File: config.mk
export PLATFORM = sky130hd
export DESIGN_NAME = cmd_ack_binary_tree_8_1_seq
export DESIGN_NICKNAME = d
export VERILOG_FILES = /design/src/rtl/cmd_ack_binary_tree_8_1_seq_pkg.sv /design/src/rtl/cmd_ack_binary_tree_8_1_seq_tree.sv /design/src/rtl/cmd_ack_binary_tree_8_1_seq.sv
export SDC_FILE = /design/constraint.sdc
export NUM_CORES = 1
export LEC_CHECK = 0
export ABC_AREA = 1
export BUFFER_PORTS_ARGS = -buffer_cell sky130_fd_sc_hd__clkbuf_2
export CAP_MARGIN = 20
export CORE_MARGIN = 10
export CORE_UTILIZATION = 55
export CTS_BUF_LIST = sky130_fd_sc_hd__clkbuf_4
export DETAILED_ROUTE_END_ITERATION = 8
export HOLD_SLACK_MARGIN = 0.1
export PLACE_DENSITY = 0.73
export SETUP_SLACK_MARGIN = 0.3
export SLEW_MARGIN = 15
export SYNTH_ARGS = -nofsm -noshare
export SYNTH_HDL_FRONTEND = slang
export SYNTH_SLANG_ARGS = --single-unit
File: constraint.sdc
create_clock -name clk -period 1.92 [get_ports clk]
set_input_delay 0.384 -clock clk [delete_from_list [all_inputs] [get_ports clk]]
set_output_delay 0.384 -clock clk [all_outputs]
set_load 0.01 [all_outputs]
File: src/rtl/cmd_ack_binary_tree_8_1_seq_pkg.sv
// Shared crossbar definitions for the acknowledge return path.
// Covers the port count, the collection FSM encoding and the default timeout.
package cmd_ack_binary_tree_8_1_seq_pkg;

    localparam int NUM_PORT               = 8;
    localparam int DEFAULT_TIMEOUT_CYCLES = 64;

    typedef enum logic [1:0] {
        ST_IDLE    = 2'd0,
        ST_COLLECT = 2'd1,
        ST_REPORT  = 2'd2
    } ack_state_e;

    typedef enum logic {
        KIND_DONE    = 1'b0,
        KIND_TIMEOUT = 1'b1
    } report_kind_e;

endpackage

File: src/rtl/cmd_ack_binary_tree_8_1_seq_tree.sv
// Registered binary merge tree: eight ack leaves -> one word, fixed 3-cycle latency.
// Only the leaf level honours i_en; the upper levels always shift.
module ack_merge_tree_seq
    import cmd_ack_binary_tree_8_1_seq_pkg::*;
#(
    parameter int NUM_INPUT_DATA = NUM_PORT
) (
    input  logic                      clk,
    input  logic                      rst,
    input  logic                      i_en,
    input  logic [NUM_INPUT_DATA-1:0] i_ack,
    output logic [NUM_INPUT_DATA-1:0] gathered
);

    localparam int NUM_LEVEL = $clog2(NUM_INPUT_DATA);

    // Pairwise concatenation {upper, lower} keeps leaf order, so each level is
    // a full-width register whose 2/4/8-bit slices are that level's nodes.
    logic [NUM_INPUT_DATA-1:0] level_q [NUM_LEVEL];

    always_ff @(posedge clk) begin
        if (!rst) begin
            for (int l = 0; l < NUM_LEVEL; l++) begin
                level_q[l] <= '0;
            end
        end else begin
            for (int j = 0; j < NUM_INPUT_DATA / 2; j++) begin
                level_q[0][2*j +: 2] <= i_en ? {i_ack[2*j+1], i_ack[2*j]} : 2'b00;
            end
            for (int l = 1; l < NUM_LEVEL; l++) begin
                level_q[l] <= level_q[l-1];
            end
        end
    end

    assign gathered = level_q[NUM_LEVEL-1];

endmodule

File: src/rtl/cmd_ack_binary_tree_8_1_seq.sv
// Ack collector: merge tree plus an IDLE/COLLECT/REPORT FSM reporting done or timeout.
// Optional CMD_ACK_UNEXP_ERR_EN adds o_unexp_err for acks outside the expected mask.
module cmd_ack_binary_tree_8_1_seq
    import cmd_ack_binary_tree_8_1_seq_pkg::*;
#(
    parameter int NUM_INPUT_DATA = NUM_PORT,
    parameter int TIMEOUT_CYCLES = DEFAULT_TIMEOUT_CYCLES
) (
    input  logic                clk,
    input  logic                rst,
    input  logic                i_en,
    input  logic                i_ack_0,
    input  logic                i_ack_1,
    input  logic                i_ack_2,
    input  logic                i_ack_3,
    input  logic                i_ack_4,
    input  logic                i_ack_5,
    input  logic                i_ack_6,
    input  logic                i_ack_7,
    input  logic                i_start,
    input  logic [NUM_PORT-1:0] i_expect,
    output logic [NUM_PORT-1:0] o_status,
    output logic                o_done,
    output logic                o_timeout,
    output logic                o_busy,
`ifdef CMD_ACK_UNEXP_ERR_EN
    output logic                o_unexp_err,
`endif
    output logic [1:0]          o_dbg_state
);

    localparam int TIMER_W = $clog2(TIMEOUT_CYCLES + 1);

    ack_state_e          state, state_next;
    report_kind_e        kind, kind_next;
    logic [NUM_PORT-1:0] gathered;
    logic [NUM_PORT-1:0] expect_reg;
    logic [NUM_PORT-1:0] sticky, sticky_next;
    logic [NUM_PORT-1:0] status_q;
    logic [TIMER_W-1:0]  timer;
    logic                all_seen;
    logic                timer_last;

    ack_merge_tree_seq #(
        .NUM_INPUT_DATA(NUM_INPUT_DATA)
    ) u_tree (
        .clk      (clk),
        .rst      (rst),
        .i_en     (i_en),
        .i_ack    ({i_ack_7, i_ack_6, i_ack_5, i_ack_4, i_ack_3, i_ack_2, i_ack_1, i_ack_0}),
        .gathered (gathered)
    );

    // Done looks at this cycle's acks too, so a final ack is not lost to the timer.
    always_comb begin
        sticky_next = sticky | (gathered & expect_reg);
        all_seen    = (sticky_next == expect_reg);
        timer_last  = (timer == TIMER_W'(TIMEOUT_CYCLES - 1));
        state_next  = state;
        kind_next   = kind;
        case (state)
            ST_IDLE: begin
                if (i_start) state_next = ST_COLLECT;
            end
            ST_COLLECT: begin
                if (all_seen) begin
                    state_next = ST_REPORT;
                    kind_next  = KIND_DONE;
                end else if (timer_last) begin
                    state_next = ST_REPORT;
                    kind_next  = KIND_TIMEOUT;
                end
            end
            ST_REPORT: state_next = ST_IDLE;
            default:   state_next = ST_IDLE;
        endcase
    end

    always_ff @(posedge clk) begin
        if (!rst) begin
            state <= ST_IDLE;
            kind  <= KIND_DONE;
        end else begin
            state <= state_next;
            kind  <= kind_next;
        end
    end

    always_ff @(posedge clk) begin
        if (!rst) begin
            expect_reg <= '0;
            sticky     <= '0;
            timer      <= '0;
            status_q   <= '0;
        end else if (state == ST_IDLE && i_start) begin
            expect_reg <= i_expect;
            sticky     <= '0;
            timer      <= '0;
        end else if (state == ST_COLLECT) begin
            sticky <= sticky_next;
            timer  <= timer + TIMER_W'(1);
            if (state_next == ST_REPORT) status_q <= sticky_next;
        end
    end

`ifdef CMD_ACK_UNEXP_ERR_EN
    logic unexp_q;

    always_ff @(posedge clk) begin
        if (!rst) begin
            unexp_q <= 1'b0;
        end else if (state == ST_IDLE && i_start) begin
            unexp_q <= 1'b0;
        end else if (state == ST_COLLECT) begin
            unexp_q <= unexp_q | (|(gathered & ~expect_reg));
        end
    end

    assign o_unexp_err = (state == ST_REPORT) && unexp_q;
`endif

    assign o_status    = status_q;
    assign o_done      = (state == ST_REPORT) && (kind == KIND_DONE);
    assign o_timeout   = (state == ST_REPORT) && (kind == KIND_TIMEOUT);
    assign o_busy      = (state != ST_IDLE);
    assign o_dbg_state = state;

endmodule

==> flow_metrics.env <==
export IMPL_io_buffers=32
export IMPL_whs_ns=0.1933
export IMPL_gr_total_overflow=0
export IMPL_setup_viol=0
export IMPL_die_x_um=83.40
export IMPL_finalHoldViolCount=0
export IMPL_clkTransAtPathRegs_ns=0.09
export IMPL_drive_above_1_share_pct=17.38
export IMPL_clock_path_buffers=2
export IMPL_start_util_pct=58.63
export IMPL_clock_sinks=58
export IMPL_hold_class="input port to register"
export IMPL_pwr_share_comb_pct=11.1
export IMPL_synth_top_family_by_area="simple AND/OR/NAND/NOR gates"
export IMPL_grt_max_degree=36
export IMPL_grt_pass1_wl_mm=7.182
export IMPL_avgSynthCellArea_sq_um=7.703
export IMPL_synth_nets=308
export IMPL_critPathLaunchType="register"
export IMPL_final_cell_mix="dfxtp_1, nand2_1, inv_1"
export IMPL_synth_adder_area_share_pct=0.5659
export IMPL_insertion_delay_ns=0.38
export IMPL_pin_count=33
export IMPL_path_buf_inv=2
export IMPL_ir_worst_vdd_uv=495.8
export IMPL_wl_mm=3.986
export IMPL_worstMarginPinSlew_ns=0.5039
export IMPL_end_kind="primary output"
export IMPL_avgViaCountPerCell=4.654
export IMPL_netlist_instances=287
export IMPL_fmax_mhz=666.1
export IMPL_firstDrtPassIters=4
export IMPL_ant_nets=0
export IMPL_crit_path_top_delay_cell="dfxtp_1"
export IMPL_fin_cells=376
export IMPL_critPathKind="register to primary output"
export IMPL_cellPowerDensity_mw_per_mm2=882.4
export IMPL_setup_ws_ns=0.4187
export IMPL_final_area_sq_mm=0.002504
export IMPL_critPathTopFamily="flip-flops"
export IMPL_slew_headroom_pct=66.32
export IMPL_drt_iter0_drc=83
export IMPL_leakagePower_nw=1.241
export IMPL_pre_cts_slack_ns=0.4583
export IMPL_netlist_area_sq_mm=0.002211
export IMPL_fp_coreArea_sq_mm=0.003771
export IMPL_yosysSeqAreaShare_pct=52.52
export IMPL_slowest_delay_ns=0.38
export IMPL_synthMuxAreaShare_pct=0
export IMPL_largest_reg_flops=24
export IMPL_p_int_mw=1.618
export IMPL_hpwl_mm=2.831
export IMPL_ys_types=28
export IMPL_htree_levels=3
export IMPL_dp_cells=360
export IMPL_wl_per_cell_um=10.60
export IMPL_num_vias=1750
export IMPL_synth_compound_area_share_pct=11.43
export IMPL_yosysWarnings=0
export IMPL_pwr_share_seq_pct=58.1
export IMPL_run_status="complete, no violations"
export IMPL_period_minus_slack_ns=1.501
export IMPL_switching_share_pct=26.77
export IMPL_timing_final_crit_share_pct=78.19
export IMPL_drc_errors=0
export IMPL_synth_xor_area_share_pct=0.3962
export IMPL_synthTopCellsByArea="dfxtp_1, nand2_1, inv_1"
export IMPL_yosys_area_share_simple_pct=24.50
export IMPL_crit_arrival_ns=1.12
export IMPL_cts_root_buffer_cell="clkbuf_4"
export IMPL_p_sw_mw=0.5914
export IMPL_rrSetupSlack_ns=0.42
export IMPL_diodes=0
export IMPL_track_usage_pct=12.23
export IMPL_p_clk_share_pct=30.8
export IMPL_place_area_sq_mm=0.002397
export IMPL_synth_top_area_share_pct=52.52
export IMPL_tns_ns=0
export IMPL_fill_cells=350
export IMPL_crit_chain="inv_2, nor3_1, clkbuf_2"
export IMPL_antenna_found_initial=0
export IMPL_cts_made_buffers=9
export IMPL_row_count=22
export IMPL_synth_seq_cells=58
export IMPL_gp_congestion=0.7647
export IMPL_drv_cap=0
export IMPL_cts_tree="built"
export IMPL_die_y_um=83.40
export IMPL_path_max_fanout=3
export IMPL_required_ns=1.54
export IMPL_finalClockSkew_ns=0.01381
export IMPL_die_area_sq_mm=0.006956
export IMPL_layout_commonest_cell="dfxtp_1"
export IMPL_grt_pass1_vias=1685
export IMPL_yosys_area_top_type="dfxtp_1"
export IMPL_final_nets=344
export IMPL_regMostFlops="u_tree.level_q"
export IMPL_area_delta_synth_final_pct=13.24
export IMPL_rsz0062_at_grt="yes"
export IMPL_finalMaxSlewViolations=0
==> final timing paths <==
| kind | depth (start not counted) | endpoint | from |
|---|---|---|---|
| max reg2reg | 7 | o_status[4] | timer[0] |
| min | 3 | u_tree.level_q[0][1] | i_ack_1 |
| min reg2reg | 2 | u_tree.level_q[0][19] | u_tree.level_q[0][11] |
| max | 3 | o_done | o_dbg_state[1] |
==> worst reg2reg max path, stage by stage (launching register included) <==
cell and delay (ns):
dfxtp_1 0.40, ha_1 0.20, nand4_1 0.14, or2_4 0.28, nand2_4 0.17, nand3_1 0.10
nand2_1 0.07, nor2_1 0.04
==> power groups by stage <==
| stage | clock network (mW) | registers (mW) | logic, mW |
|---|---|---|---|
| after floorplan | 0 | 1.31 | 0.180 |
| after global placement | 0 | 1.31 | 0.244 |
| after detailed placement | 0 | 1.31 | 0.249 |
| after CTS | 0.699 | 1.28 | 0.249 |
| after global routing | 0.753 | 1.29 | 0.288 |
| final | 0.681 | 1.28 | 0.245 |
==> layout make-up <==
class                           count  area (sq um)  area share (%)
Clock buffer                       11         82.58           3.298
Clock inverter                      5         21.27          0.8496
Inverter                           48         185.2           7.396
Multi-Input combinational cell    172         818.3           32.68
Sequential cell                    58          1161           46.38
Tap cell                           48         60.06           2.399
Timing Repair Buffer               34         175.2           6.997
==> metrics by stage <==
step                      power (mW)  util (%)
final                          2.209     66.39
after global placement         1.553     63.57
after global routing           2.332     66.39
after CTS                      2.232     66.32
after floorplan                1.492         -
after detailed placement       1.560     63.57
==> what timing repair did <==
action,4_1_cts,5_1_grt
hold buffers,0,0
endpoints found under the hold margin,0,0
resized for setup,0,1
setup endpoints to repair,0,1
setup buffers,0,0
==> cell families (layout without fill, tap and decap cells) <==
kind of cell	after synthesis	in the layout
XOR/XNOR	1	1
flip-flops	58	58
AND/OR/NAND/NOR	121	121
buffers and inverters	57	98
adder cells (fa/ha/maj)	1	1
AO/OA/AOI/OAI	49	49
==> layer usage <==
metal	vias to the layer above	share of wire [%]	GRT usage, %
li1	974	-	-
met1	724	50	14.86
met2	43	41	17.60
met3	9	7.3	4.883
met4	0	2.4	7.385
met5	-	0	0
==> Yosys cell counts <==
library cell	n
nor2_2	1
nand3b_1	1
buf_2	3
o21ai_0	14
nor3_1	3
xor2_1	1
buf_8	1
or2_4	1
nand2_2	1
a31oi_1	4
nand2_4	2
dfxtp_1	58
nor3b_1	1
nand4_1	1
clkbuf_1	5
inv_2	1
or2_2	1
nor2_1	34
a211oi_1	1
inv_1	46
ha_1	1
or2_1	5
a21oi_1	30
nand2_1	51
nand4_2	1
clkinv_4	1
nand3_1	16
or2_0	2
Power figures use the tool's default switching activity.
